## src/rtl/sw_debounce.sv

```systemverilog
// sw_debounce: per-bit switch conditioner.
// Each raw bit is passed through a 2-flop synchroniser. A new level is
// accepted only after it has been seen for STABLE_CYCLES consecutive
// cycles. Every accepted change produces a one-cycle rise or fall pulse.
// Optional feature: define SW_DEBOUNCE_TOGGLE_EN to add the sw_toggle
// output. Each accepted rising edge flips the matching sw_toggle bit.
module sw_debounce #(
    parameter int WIDTH         = 8,
    parameter int STABLE_CYCLES = 16
) (
    input  logic             clk,
    input  logic             rst,
    input  logic [WIDTH-1:0] sw_raw,
    output logic [WIDTH-1:0] sw_stable,
    output logic [WIDTH-1:0] sw_rise,
    output logic [WIDTH-1:0] sw_fall,
`ifdef SW_DEBOUNCE_TOGGLE_EN
    output logic [WIDTH-1:0] sw_toggle,
`endif
    output logic             any_event
);

    localparam int CW = $clog2(STABLE_CYCLES);
    localparam logic [CW-1:0] CNT_MAX = CW'(STABLE_CYCLES - 1);
    localparam logic [CW-1:0] CNT_ZERO = {CW{1'b0}};

    // Per-bit state is the accepted level itself. A non-zero count means
    // a change is pending.
    localparam logic [0:0] STABLE_LO = 1'b0;
    localparam logic [0:0] STABLE_HI = 1'b1;

    logic [WIDTH-1:0] r_sync1;
    logic [WIDTH-1:0] r_sync2;
    logic [WIDTH-1:0] r_stable;
    logic [WIDTH-1:0] r_rise;
    logic [WIDTH-1:0] r_fall;
    logic [CW-1:0]    r_cnt     [WIDTH];
    logic [CW-1:0]    w_cnt_nxt [WIDTH];
    logic [WIDTH-1:0] w_accept;
    logic [WIDTH-1:0] w_to_hi;
    logic [WIDTH-1:0] w_to_lo;

    // Two-flop synchroniser; nothing sits between the flops.
    always_ff @(posedge clk or posedge rst) begin
        if (rst) begin
            r_sync1 <= {WIDTH{1'b0}};
            r_sync2 <= {WIDTH{1'b0}};
        end else begin
            r_sync1 <= sw_raw;
            r_sync2 <= r_sync1;
        end
    end

    // Per-bit qualification. The count restarts whenever the input matches
    // the accepted level, so bounce earns no partial credit.
    always_comb begin
        w_accept = {WIDTH{1'b0}};
        w_to_hi  = {WIDTH{1'b0}};
        w_to_lo  = {WIDTH{1'b0}};
        for (int i = 0; i < WIDTH; i++) begin
            w_cnt_nxt[i] = CNT_ZERO;
            if (r_sync2[i] == r_stable[i]) begin
                w_cnt_nxt[i] = CNT_ZERO;
            end else if (r_cnt[i] == CNT_MAX) begin
                w_accept[i]  = 1'b1;
                w_cnt_nxt[i] = CNT_ZERO;
            end else begin
                w_cnt_nxt[i] = r_cnt[i] + {{(CW-1){1'b0}}, 1'b1};
            end
            if (w_accept[i] && (r_sync2[i] == STABLE_HI)) begin
                w_to_hi[i] = 1'b1;
            end else if (w_accept[i] && (r_sync2[i] == STABLE_LO)) begin
                w_to_lo[i] = 1'b1;
            end else begin
                w_to_hi[i] = 1'b0;
                w_to_lo[i] = 1'b0;
            end
        end
    end

    // Stability counters: one per bit. The count never goes past CNT_MAX.
    always_ff @(posedge clk or posedge rst) begin
        if (rst) begin
            for (int i = 0; i < WIDTH; i++) begin
                r_cnt[i] <= CNT_ZERO;
            end
        end else begin
            for (int i = 0; i < WIDTH; i++) begin
                r_cnt[i] <= w_cnt_nxt[i];
            end
        end
    end

    // Accepted level plus the registered one-cycle edge pulses.
    always_ff @(posedge clk or posedge rst) begin
        if (rst) begin
            r_stable <= {WIDTH{1'b0}};
            r_rise   <= {WIDTH{1'b0}};
            r_fall   <= {WIDTH{1'b0}};
        end else begin
            r_stable <= r_stable ^ w_accept;
            r_rise   <= w_to_hi;
            r_fall   <= w_to_lo;
        end
    end

`ifdef SW_DEBOUNCE_TOGGLE_EN
    logic [WIDTH-1:0] r_toggle;

    // Toggle flips on the same edge that registers the rise pulse.
    always_ff @(posedge clk or posedge rst) begin
        if (rst) begin
            r_toggle <= {WIDTH{1'b0}};
        end else begin
            r_toggle <= r_toggle ^ w_to_hi;
        end
    end

    assign sw_toggle = r_toggle;
`endif

    assign sw_stable = r_stable;
    assign sw_rise   = r_rise;
    assign sw_fall   = r_fall;
    assign any_event = |(r_rise | r_fall);

endmodule

```

## config.mk

```make
export PLATFORM = sky130hd
export DESIGN_NAME = sw_debounce
export DESIGN_NICKNAME = d
export VERILOG_FILES = /design/src/rtl/sw_debounce.sv
export SDC_FILE = /design/constraint.sdc
export NUM_CORES = 1
export LEC_CHECK = 0
export ABC_CLOCK_PERIOD_IN_PS = 1800
export BUFFER_PORTS_ARGS = -buffer_cell sky130_fd_sc_hd__buf_2
export CORE_AREA = 2 2 77 79
export CTS_CLUSTER_DIAMETER = 80
export DETAILED_ROUTE_END_ITERATION = 8
export DIE_AREA = 0 0 79 81
export PLACE_DENSITY = 0.71
export SLEW_MARGIN = 0
export SYNTH_ARGS = -nofsm -noshare
export SYNTH_HDL_FRONTEND = slang
export SYNTH_SLANG_ARGS = --single-unit
```

## constraint.sdc

```tcl
create_clock -name clk -period 1.8 [get_ports clk]
set_input_delay 0.09 -clock clk [delete_from_list [all_inputs] [get_ports clk]]
set_output_delay 0.09 -clock clk [all_outputs]
set_load 0.02 [all_outputs]
```

---- Yosys cells after proc, flatten, opt, wreduce, memory -nomap -nowiden ----
Index checks and enable logic that the tools add are counted.
word-level totals
  output and inout port bits .............. 25
  logic and storage cells ................. 120
  bits of input ports ..................... 10
  flip-flop bits (word level) ............. 72
cells by class
  equality and inequality tests ........... 16
  reductions and logical operators ........ 17
  mux-type cells .......................... 56
  bitwise operators ....................... 10
  $add $sub $neg .......................... 8
operators with widths
  operator                                     number
  2-to-1 mux 4 bit                             16
  2-to-1 mux 1 bit                             40
  adder 4 x 1 -> 4 bit, second input constant  8
  == test 4 bit, second input constant         8
  logical AND 1 bit                            16
  == test 1 bit                                8
  inverter 1 bit                               8
  bitwise OR 8 bit                             1
  OR reduction 8 bit                           1
  XOR 8 bit                                    1

---- Depth between registers and ports, before layout ----
  depth after elaboration ................. 6
  mapped depth ............................ 4
  mapped depth without buffers ............ 4

---- Least setup slack after synthesis ----
Ideal clock, no wire load.
  path type ............................... register to register
  from .................................... register r_cnt[28] in the netlist's numbering
  to ...................................... register with a tool-made name
  setup slack ............................. 0.630 ns
  buffers on the path ..................... 0
  data arrival time ....................... 1.045 ns
  setup time .............................. 0.125 ns
  clock period less this slack ............ 1.170 ns
  data required time ...................... 1.675 ns
  cell stages (with the launch flop) ...... 4
  path through ............................ dfrtp_1 ha_1 nand3_2 mux2_2
RTL lines
  what                               RTL line  RTL
  from (decl)                        37        logic [CW-1:0] r_cnt [WIDTH];
  from (signal, indexed assignment)  89        r_cnt[i] <= w_cnt_nxt[i];

---- Final worst setup path ----
  from .................................... register r_fall[0], in the netlist sw_fall[0]
  to ...................................... output any_event
on the way
  cells in the longest elaborated chain, start to end .. 2
RTL lines
  what                    RTL line  RTL
  from (decl)             36        logic [WIDTH-1:0] r_fall;
  from (signal assigned)  99        r_fall <= {WIDTH{1'b0}};
  from (signal assigned)  103       r_fall <= w_to_lo;
  bitwise OR 8 bit        125       assign any_event = |(r_rise | r_fall);
  OR reduction 8 bit      125
  to (decl)               20        output logic any_event
Every way passes these cells.

==> metrics <==
Yosys warning count 0; nets 269; CTS resizes 0; Arr. time, crit path 1.55 ns; Yosys top cell by area dfrtp_1; Area Growth Syn to Fin 20.56%; Die Footprint 6399 sq um; Setup WS post-layout 0.1559 ns; Rows 28; Slew headroom 64.95%; Worst-path clk slew 0.07 ns; mux contribution to synthesized area 3.837%; outcome complete, no violations; maximum root-to-sink buffer count 2; Worst R2R Start r_cnt[28]$_DFF_PP0_; Final Hold Fails 0; Clk Latency, worst-skew pair 0.34 ns; final cell count without fillers 331; Yosys reg bits 72; largest family of logic cells by synthesized area simple AND/OR/NAND/NOR gates; core outline area 5675 sq um; sequential share of the synthesized area 65.78%; Die Width 79 um; synth top area cells dfrtp_1 66%, nor3b_1 6.3%, xnor2_1 5.1%; Fin Hold WS 0.3437 ns; antenna-violating nets left 0; Vias/cell 5.030; GRT overflow 0; Synth top area share 65.78%; Min-Delay Startpoint r_sync1[6]$_DFF_PP0_; reg2reg setup slack 0.56 ns; Final TNS setup 0 ns; synth cell count leaders 72 x dfrtp_1, 23 x nor3b_1, 16 x xnor2_1; Setup Skew 0.009430 ns; worst vdd ir 0.4688 mV; leakage power 1.529 nW; PortBufs 34; worst hold path cell count 0; Avg Cell Area, Syn 13.97 sq um; Starting Density 48.26%; XOR/XNOR share of the synthesized area 5.116%; die height 81 um; drt pass-1 iters 4; Yosys cell types 18; max-slew violation count 0; post-DR wirelength/cell 12.85 um; simple-gate share of the synthesized area 15.53%; Slew @ Worst Pin 0.5209 ns; worst setup path class reg2out; first-pass GRT wire length 7113 um; postcts setup bufs 0; hold_buf cts 9; Num Clock Sinks 72; drt total wl 4252 um; max-cap violations 0; # DRC 0; R2R depth 3; post-placement cell count 306; Syn Inst Count 196; DP Worst Slack 0.5687 ns; count leader, synth dfrtp_1; final core utilization 58.18%; H-tree depth 3; routability cong. 0.7687; HPWL after DPL 2822 um; ys async rst share 100.0%; initial antenna violation count 0; Tmin final 1.644 ns; critical path endpoint category output pin; layout cells sized above 1 25.78%; Via Count 1665; CTS Root Cell clkbuf_8; Worst Hold End r_sync2[6]$_DFF_PP0_; DR iter-0 viols 55; total track usage 15.06%; unrepaired setup endpoints after global routing false; EDFF count, synth 0; CTS tree done; vias in the first global route 1623; Final period util 91.34%; largest net degree at the start of global routing 73; complex-gate fraction of the synthesized area 4.979%; area of the mapped netlist 2739 sq um; Critical Path Source Type flop; Adder-Cell Fraction of Synth Area 3.655%; TritonCTS Buffers 9; commonest register cell after synthesis dfrtp_1; worst-path fanout max 2; WP data required 1.71 ns; power density cells 931.0 nW/um^2; # diodes 0; Post-Syn Nets 214; setup violators final 0; Tightest Hold Check Type reg2reg; Max Fclk 608.2 MHz; # IOs 35
cell families after synthesis:
kind of cell,Yosys count
buffers and inverters,8
muxes,8
and+or+nand+nor,59
adders and majority gates,8
xor gates and xnor gates,16
DFF,72
AOI/OAI and AO/OA,25
per-layer routing:
metal	vias up	GRT usage, %	part of all wire (%)
li1	802	-	-
met1	813	17.58	46
met2	44	23.81	46
met3	6	8.222	6.8
met4	0	5.172	1.3
met5	-	0	0
per-stage QoR:
stage	area [sq um]	total power, W
floorplan	2743	0.001872
global placement	3027	0.001916
detailed placement	3027	0.001922
CTS	3302	0.003124
global route	3302	0.003239
finish	3302	0.003074
how the worst max path moves through the flow:
stage / start / end / slack [ns]
2_1_floorplan: r_cnt[28]$_DFF_PP0_ / flop / 0.63
3_3_place_gp: r_cnt[16]$_DFF_PP0_ / flop / 0.59
3_5_place_dp: sw_fall[0]$_DFF_PP0_ / any_event / 0.57
4_1_cts: sw_fall[0]$_DFF_PP0_ / any_event / 0.18
5_1_grt: sw_fall[0]$_DFF_PP0_ / any_event / 0.12
6_report: sw_fall[0]$_DFF_PP0_ / any_event / 0.16
where the power goes:
group / internal [W] / switching, W
clock: 0.000613 / 0.000558
combinational: 0.0000842 / 0.0000824
sequential: 0.00168 / 0.0000577
worst max-delay path: stages (launching register included):
cell and delay (ns):
dfrtp_1 0.38, nor4_1 0.50, nand4_1 0.15, buf_2 0.18
cell usage in the layout, fill, tap and decap left out, types with 7 or more instances in the layout:
master / Yosys / routed
nor3b_1: 23 / 23
ha_1: 8 / 8
nor2b_1: 8 / 8
a21oi_1: 14 / 14
buf_2: 0 / 34
xnor2_1: 16 / 16
o21ai_0: 7 / 7
dlygate4sd3_1: 0 / 9
inv_1: 8 / 7
nand3_2: 8 / 8
nor2_1: 8 / 8
nand4b_1: 7 / 7
clkbuf_8: 0 / 12
dfrtp_1: 72 / 72
layout make-up:
cell class,instances,area [sq um]
well taps,75,93.84
multi-input cells,116,907.1
repair buffers,44,280.3
inverters,8,33.78
fillers,480,2374
clock buffers,14,172.7
flip-flops and latches,72,1802
clock inverters,2,12.51
Power figures use the tool's default switching activity.
